$ cat config.mk
export PLATFORM = sky130hd
export DESIGN_NAME = pixel_scan_scheduler_flat
export DESIGN_NICKNAME = d
export VERILOG_FILES = /design/src/rtl/pixel_scan_scheduler_if.sv /design/src/rtl/pixel_scan_scheduler.sv /design/src/flat_wrapper.sv
export SDC_FILE = /design/constraint.sdc
export NUM_CORES = 1
export LEC_CHECK = 0
export ABC_AREA = 1
export CORE_ASPECT_RATIO = 1.4
export CORE_MARGIN = 2
export CORE_UTILIZATION = 45
export CTS_CLUSTER_DIAMETER = 40
export DETAILED_ROUTE_END_ITERATION = 8
export GPL_TIMING_DRIVEN = 0
export PLACE_DENSITY = 0.74
export SLEW_MARGIN = 10
export SYNTH_ARGS = -nofsm -noshare
export SYNTH_HDL_FRONTEND = slang
export SYNTH_SLANG_ARGS = --single-unit
$ cat constraint.sdc
create_clock -name clk -period 4.95 [get_ports clk]
set_input_delay 0.7425 -clock clk [delete_from_list [all_inputs] [get_ports clk]]
set_output_delay 0.7425 -clock clk [all_outputs]
set_load 0.01 [all_outputs]
$ cat src/rtl/pixel_scan_scheduler_if.sv
// Sequencer-side link of the pixel scan scheduler: run strobe, pixel address
// and the sequencer status flags.
interface pixel_scan_scheduler_if;
   logic       run_sequencer;
   logic [3:0] SEL_input;
   logic       ready_flag;
   logic       measure_flag;

   // Scheduler side drives the run strobe and pixel address.
   modport master (
      output run_sequencer,
      output SEL_input,
      input  ready_flag,
      input  measure_flag
   );

   // Sequencer side answers with its status flags.
   modport slave (
      input  run_sequencer,
      input  SEL_input,
      output ready_flag,
      output measure_flag
   );
endinterface

$ cat src/rtl/pixel_scan_scheduler.sv
// pixel_scan_scheduler: steps the PIX_V1 sequencer across a range of pixel
// SEL addresses, firing a fixed number of runs per pixel with an idle gap
// after every completed run. Watches the ready/measure handshake, times out
// a stuck sequencer and reports completion/error status to the host.
module pixel_scan_scheduler #(
   parameter int unsigned TIMEOUT_CYCLES = 64,
   parameter int unsigned GAP_WIDTH      = 10
) (
   input  logic                   clk,
   input  logic                   reset,
   input  logic                   start,
   input  logic                   abort,
   input  logic [3:0]             SEL_first,
   input  logic [3:0]             SEL_last,
   input  logic [7:0]             repetitions,
   input  logic [GAP_WIDTH-1:0]   inter_run_gap,
   pixel_scan_scheduler_if.master seq,
   output logic                   busy,
   output logic                   done,
   output logic                   error_flag,
   output logic [1:0]             error_code,
   output logic                   measure_pulse,
   output logic [15:0]            run_count
);

   // The finish timeout is sixteen times the acknowledge timeout.
   localparam int unsigned FinishCycles = TIMEOUT_CYCLES * 16;
   localparam int unsigned TmoWidth     = $clog2(FinishCycles);
   localparam logic [TmoWidth-1:0] AckLast = TmoWidth'(TIMEOUT_CYCLES - 1);
   localparam logic [TmoWidth-1:0] FinLast = TmoWidth'(FinishCycles - 1);

   localparam logic [1:0] ErrNone      = 2'd0;
   localparam logic [1:0] ErrConfig    = 2'd1;
   localparam logic [1:0] ErrAckTmo    = 2'd2;
   localparam logic [1:0] ErrFinishTmo = 2'd3;

   typedef enum logic [3:0] {
      StIdle,
      StCheck,
      StWaitReady,
      StFire,
      StWaitAck,
      StWaitFinish,
      StGap,
      StAdvance,
      StDone
   } state_e;

   state_e                 state_q, state_d;
   logic [3:0]             sel_q, sel_d;
   logic [7:0]             rep_q, rep_d;
   logic [3:0]             first_q, first_d;
   logic [3:0]             last_q, last_d;
   logic [7:0]             reps_q, reps_d;
   logic [GAP_WIDTH-1:0]   gap_q, gap_d;
   logic [GAP_WIDTH-1:0]   gap_cnt_q, gap_cnt_d;
   logic [TmoWidth-1:0]    tmo_q, tmo_d;
   logic [15:0]            run_count_q, run_count_d;
   logic [1:0]             err_code_q, err_code_d;
   logic                   err_flag_q, err_flag_d;
   logic                   meas_prev_q;
   logic                   mpulse_q, mpulse_d;
   logic                   fire;
   logic                   done_pulse;

   assign busy              = (state_q != StIdle);
   assign done              = done_pulse;
   assign error_flag        = err_flag_q;
   assign error_code        = err_code_q;
   assign measure_pulse     = mpulse_q;
   assign run_count         = run_count_q;
   assign seq.SEL_input     = sel_q;
   assign seq.run_sequencer = fire;

   // Rising edge of measure_flag, only reported while a scan is in progress.
   assign mpulse_d = seq.measure_flag & ~meas_prev_q & busy;

   // Next-state and datapath updates; abort overrides everything at the end.
   always_comb begin
      state_d     = state_q;
      sel_d       = sel_q;
      rep_d       = rep_q;
      first_d     = first_q;
      last_d      = last_q;
      reps_d      = reps_q;
      gap_d       = gap_q;
      gap_cnt_d   = gap_cnt_q;
      tmo_d       = tmo_q;
      run_count_d = run_count_q;
      err_code_d  = err_code_q;
      err_flag_d  = err_flag_q;
      fire        = 1'b0;
      done_pulse  = 1'b0;

      unique case (state_q)
         StIdle: begin
            if (start) begin
               first_d     = SEL_first;
               last_d      = SEL_last;
               reps_d      = repetitions;
               gap_d       = inter_run_gap;
               err_code_d  = ErrNone;
               err_flag_d  = 1'b0;
               run_count_d = '0;
               state_d     = StCheck;
            end
         end

         StCheck: begin
            if ((first_q > last_q) || (reps_q == 8'd0)) begin
               err_code_d = ErrConfig;
               state_d    = StDone;
            end else begin
               sel_d   = first_q;
               rep_d   = '0;
               state_d = StWaitReady;
            end
         end

         StWaitReady: begin
            if (seq.ready_flag) begin
               state_d = StFire;
            end
         end

         StFire: begin
            fire    = 1'b1;
            tmo_d   = '0;
            state_d = StWaitAck;
         end

         StWaitAck: begin
            if (!seq.ready_flag) begin
               tmo_d   = '0;
               state_d = StWaitFinish;
            end else if (tmo_q == AckLast) begin
               err_code_d = ErrAckTmo;
               state_d    = StDone;
            end else begin
               tmo_d = tmo_q + 1'b1;
            end
         end

         StWaitFinish: begin
            if (seq.ready_flag) begin
               if (run_count_q != 16'hFFFF) begin
                  run_count_d = run_count_q + 16'd1;
               end
               gap_cnt_d = '0;
               state_d   = (gap_q == '0) ? StAdvance : StGap;
            end else if (tmo_q == FinLast) begin
               err_code_d = ErrFinishTmo;
               state_d    = StDone;
            end else begin
               tmo_d = tmo_q + 1'b1;
            end
         end

         StGap: begin
            if (gap_cnt_q == gap_q - GAP_WIDTH'(1)) begin
               state_d = StAdvance;
            end else begin
               gap_cnt_d = gap_cnt_q + GAP_WIDTH'(1);
            end
         end

         StAdvance: begin
            // reps_q is non-zero here, CHECK rejected zero.
            if (rep_q < reps_q - 8'd1) begin
               rep_d   = rep_q + 8'd1;
               state_d = StWaitReady;
            end else if (sel_q == last_q) begin
               state_d = StDone;
            end else begin
               sel_d   = sel_q + 4'd1;
               rep_d   = '0;
               state_d = StWaitReady;
            end
         end

         StDone: begin
            done_pulse = 1'b1;
            if (err_code_q != ErrNone) begin
               err_flag_d = 1'b1;
            end
            state_d = StIdle;
         end

         default: begin
            state_d = StIdle;
         end
      endcase

      // Abort freezes all status and returns to idle without a done pulse;
      // in idle it also masks a simultaneous start.
      if (abort) begin
         state_d     = StIdle;
         sel_d       = sel_q;
         rep_d       = rep_q;
         first_d     = first_q;
         last_d      = last_q;
         reps_d      = reps_q;
         gap_d       = gap_q;
         gap_cnt_d   = gap_cnt_q;
         tmo_d       = tmo_q;
         run_count_d = run_count_q;
         err_code_d  = err_code_q;
         err_flag_d  = err_flag_q;
         fire        = 1'b0;
         done_pulse  = 1'b0;
      end
   end

   // State and datapath registers with synchronous reset.
   always_ff @(posedge clk) begin
      if (reset) begin
         state_q     <= StIdle;
         sel_q       <= '0;
         rep_q       <= '0;
         first_q     <= '0;
         last_q      <= '0;
         reps_q      <= '0;
         gap_q       <= '0;
         gap_cnt_q   <= '0;
         tmo_q       <= '0;
         run_count_q <= '0;
         err_code_q  <= ErrNone;
         err_flag_q  <= 1'b0;
         meas_prev_q <= 1'b0;
         mpulse_q    <= 1'b0;
      end else begin
         state_q     <= state_d;
         sel_q       <= sel_d;
         rep_q       <= rep_d;
         first_q     <= first_d;
         last_q      <= last_d;
         reps_q      <= reps_d;
         gap_q       <= gap_d;
         gap_cnt_q   <= gap_cnt_d;
         tmo_q       <= tmo_d;
         run_count_q <= run_count_d;
         err_code_q  <= err_code_d;
         err_flag_q  <= err_flag_d;
         meas_prev_q <= seq.measure_flag;
         mpulse_q    <= mpulse_d;
      end
   end

endmodule

$ cat src/flat_wrapper.sv
// flat-port wrapper written by rule: the top's interface ports become plain ports
module pixel_scan_scheduler_flat 
#(
   parameter int unsigned TIMEOUT_CYCLES = 64,
   parameter int unsigned GAP_WIDTH      = 10
)
  (clk, reset, start, abort, SEL_first, SEL_last, repetitions, inter_run_gap, busy, done, error_flag, error_code, measure_pulse, run_count, seq_run_sequencer, seq_SEL_input, seq_ready_flag, seq_measure_flag);
  pixel_scan_scheduler_if seq_i ();
  input  logic clk;
  input  logic reset;
  input  logic start;
  input  logic abort;
  input  logic [3:0] SEL_first;
  input  logic [3:0] SEL_last;
  input  logic [7:0] repetitions;
  input  logic [GAP_WIDTH-1:0] inter_run_gap;
  output logic busy;
  output logic done;
  output logic error_flag;
  output logic [1:0] error_code;
  output logic measure_pulse;
  output logic [15:0] run_count;
  output wire logic [$bits(seq_i.run_sequencer)-1:0] seq_run_sequencer;
  output wire logic [$bits(seq_i.SEL_input)-1:0] seq_SEL_input;
  input wire logic [$bits(seq_i.ready_flag)-1:0] seq_ready_flag;
  input wire logic [$bits(seq_i.measure_flag)-1:0] seq_measure_flag;
  assign seq_run_sequencer = seq_i.run_sequencer;
  assign seq_SEL_input = seq_i.SEL_input;
  assign seq_i.ready_flag = seq_ready_flag;
  assign seq_i.measure_flag = seq_measure_flag;
  pixel_scan_scheduler #(.TIMEOUT_CYCLES(TIMEOUT_CYCLES), .GAP_WIDTH(GAP_WIDTH)) u_core (.clk(clk), .reset(reset), .start(start), .abort(abort), .SEL_first(SEL_first), .SEL_last(SEL_last), .repetitions(repetitions), .inter_run_gap(inter_run_gap), .seq(seq_i), .busy(busy), .done(done), .error_flag(error_flag), .error_code(error_code), .measure_pulse(measure_pulse), .run_count(run_count));
endmodule
==> run_results.csv <==
group,metric,value,unit
clocking,hold_buffers,0,
clocking,cts_root_buf,"clkbuf_16",
logic_synthesis,synth_nets,778,
sta,setup-violations-final,0,
logic_synthesis,synth.avg_cell_area,6.666,um^2
die,ios,59,
finish,layout.area.seq,1662,um^2
detailed_routing,post_drt_wl_per_cell,13.32,um
finish,num-nets-final,847,
worst_setup_path,crit_path_max_incr_delay,0.36,ns
placed_design,dpl_cell_area,5599,um^2
detailed_routing,firstDrtPassIters,5,
logic_synthesis,yosys_register_bits,83,
detailed_routing,post-route-drc-count,0,
worst_setup_path,critPathBufInv,1,
clocking,htree_levels,3,
worst_setup_path,path_cells,"nor2_1 -> nand2_1 -> or3_1 -> nor3_1 -> xor2_1 -> ha_1 -> nand2_1 -> nor2_1 -> a211oi_1 -> nand2_1 -> nand2_1 -> nand2_2 -> nor2_2 -> inv_2 -> nor2_1 -> nor2_1",
run,max_cap_violations,0,
power,power.leakage,2.441,nW
logic_synthesis,synth_area,4846,um^2
grt,grt.busiest_layer,"met2",
detailed_routing,viasPerCell,5.210,
power,ir_worst_vdd,194.9,uV
logic_synthesis,yosysWarnings,0,
worst_setup_path,slowest_stage,"dfxtp_1",
detailed_routing,wl,12.51,mm
placed_design,place.gp.congestion,0.9383,
grt,first_global_vias,4691,
worst_setup_path,crit_family,"simple AND/OR/NAND/NOR gates",
detailed_routing,ant_nets,0,
placed_design,pre_cts_ws,2.040,ns
clocking,post-cts-setup-buffers,0,
logic_synthesis,synth_top_area_frac,0.3429,
worst_setup_path,worstPathRequired,5.18,ns
sta,period_needed,2.992,ns
grt,grt_use_met1,0.2627,
logic_synthesis,synth_area_leader_cell,"dfxtp_1",
clocking,clk_latency,0.34,ns
finish,num_antenna_cells,0,
clocking,cts_tree,"built",
sta,fin_crit_sh,0.6044,
detailed_routing,routed-via-count,4892,
worst_setup_path,endpoint_kind,"register",
grt,grt_use_total,0.2214,
clocking,cts_buffers,9,
placed_design,dpl.hpwl,9.523,mm
sta,worst_slew_pin_slew,0.6028,ns
power,power_density,308.4,nW/um^2
detailed_routing,drt_iter0_markers,310,
die,initial_core_util,0.4633,
grt,use_met2,0.4066,
finish,design_area,5924,um^2
grt,grt_pass1_wl,21.27,mm
sta,skew,0.007245,ns
worst_setup_path,cp.arrival,3.22,ns
clocking,cts.sinks,83,
sta,max_clock_freq,0.3343,GHz
grt,met3_usage,0.03444,
sta,max_slew_margin,0.5981,
clocking,cts_resized,0,
sta,fin_setup_tns,0,ns
finish,fill_cells,1036,
sta,slew_violations,0,
sta,layout_setup_ws,1.958,ns
finish,multi_input_area,2766,um^2
clocking,clk_pin_slew,0.06,ns
min_path,hold_class,"reg -> reg",
grt,antenna_found_initial,0,
die,fp.dieH,126.8,um
clocking,clock_path_buffers,2,
power,finalPower,1.827,mW
sta,final_hold_viol_count,0,
placed_design,placed_cells,923,
placed_design,io_buffers,58,
logic_synthesis,synthCells,727,
logic_synthesis,yosysSeqAreaShare,0.3429,
run_status,status,"finished, final reports clean",
worst_setup_path,critical_path_class,"reg -> reg",
logic_synthesis,synthTopCellsByArea,"dfxtp_1 34%, nand2_1 12%, nor2_1 8.1%",
grt,grt_max_degree,15,
finish,final_cell_count_no_fill,939,
grt,global_route.overflow_total,0,
sta,grt_setup_unrepaired,"no",
worst_setup_path,path_max_fanout,6,
die,coreArea,10460,um^2
finish,area_growth,22.26,%
die,dieArea,11630,um^2
worst_setup_path,cp-start-kind,"register",
finish,drive_gt1_frac,0.06242,
die,rows,44,
logic_synthesis,yosysUniqueCellTypes,38,
die,fp.dieW,91.71,um
layout by cell type, fill, tap and decap left out, types with 2 or more instances in the layout:
cell,instances
o21ai_0,47
dfxtp_1,83
clkbuf_1,8
nor2_2,5
nand3_1,51
a211oi_1,5
nor3b_1,3
clkdlybuf4s50_1,58
nor2_1,104
inv_2,9
a21oi_1,64
clkinv_2,2
buf_4,3
xnor2_1,10
clkbuf_16,9
nand4_1,13
inv_1,76
xor2_1,22
nand2_1,149
nor3_1,18
ha_1,19
buf_2,5
bufinv_16,2
nor4_1,4
o21ai_1,8
nor2_4,3
nand2_2,3
flip-flops by register name, indices dropped and copies added (netlist names), 8 cells and up:
| name | flops |
|---|---|
| u_core.gap_cnt_q | 10 |
| u_core.gap_q | 10 |
| u_core.run_count | 16 |
| u_core.tmo_q | 10 |
| u_core.rep_q | 8 |
| u_core.reps_q | 8 |
where the power goes:
| group | internal [mW] | switching, mW | leakage, nW | total (mW) |
|---|---|---|---|---|
| Combinational | 0.145 | 0.215 | 1.61 | 0.360 |
| Clock | 0.456 | 0.274 | 0.159 | 0.729 |
| Sequential | 0.703 | 0.0348 | 0.675 | 0.738 |
| Total | 1.30 | 0.523 | 2.44 | 1.83 |
stage by stage:
stage	util	hold slack (ns)
CTS	0.5664	0.3877
finish	0.5664	0.3833
global placement	0.5353	0.3712
global route	0.5664	0.3951
detailed placement	0.5353	0.3791
floorplan	-	0.3669
final timing paths:
check                                     start                                   end  slack (ns)  cells after the start
setup / recovery  u_core.reps_q[2]$_SDFFE_PP0P_  u_core.seq.SEL_input[1]$_SDFFE_PP0P_        1.96                     16
hold / removal    u_core.meas_prev_q$_SDFF_PP0_       u_core.measure_pulse$_SDFF_PP0_        0.38                      1
setup reg to reg  u_core.reps_q[2]$_SDFFE_PP0P_  u_core.seq.SEL_input[1]$_SDFFE_PP0P_        1.96                     16
hold reg to reg   u_core.meas_prev_q$_SDFF_PP0_       u_core.measure_pulse$_SDFF_PP0_        0.38                      1
routing by layer:
layer,vias up,share of wire
met5,-,0
met4,0,0.012
met3,15,0.048
met2,130,0.50
met1,2238,0.44
li1,2509,-
kinds of logic after synthesis:
kind of cell,after synthesis,share of synthesized area
and+or+nand+nor,361,0.3256
AOI/OAI and AO/OA,128,0.1384
buffers and inverters,104,0.08624
DFF,83,0.3429
xor gates and xnor gates,32,0.05783
adders and majority gates,19,0.04906
cells in the mapped netlist:
cell and n:
buf_6 1, nor2_4 3, a31oi_1 1, inv_4 1
nor3_1 18, nor2_2 5, buf_2 5, nand2_2 3
xnor2_1 10, a21oi_1 64, a211oi_2 1, nand3_1 51
inv_2 9, nor2_1 104, ha_1 19, nor3_2 1
buf_4 3, buf_1 1, inv_1 76, or2_0 1
nor3_4 1, clkbuf_1 8, a2111oi_0 1, xor2_1 22
and2_1 1, and3_1 1, nand2_4 1, dfxtp_1 83
nand4_1 13, o21ai_1 8, nand2_1 149, nand3b_1 1
o211a_1 1, nor3b_1 3, or3_1 1, a211oi_1 5
o21ai_0 47, nor4_1 4
final cells by class:
cell class	count	area share
inverter	86	0.05491
buffer	18	0.01563
tap	138	0.02914
timing repair buffer	58	0.09799
sequential	83	0.2805
multi-input combinational	540	0.4669
clock buffer	10	0.04034
clock inverter	6	0.01457
(Power assumes the default switching activity.)
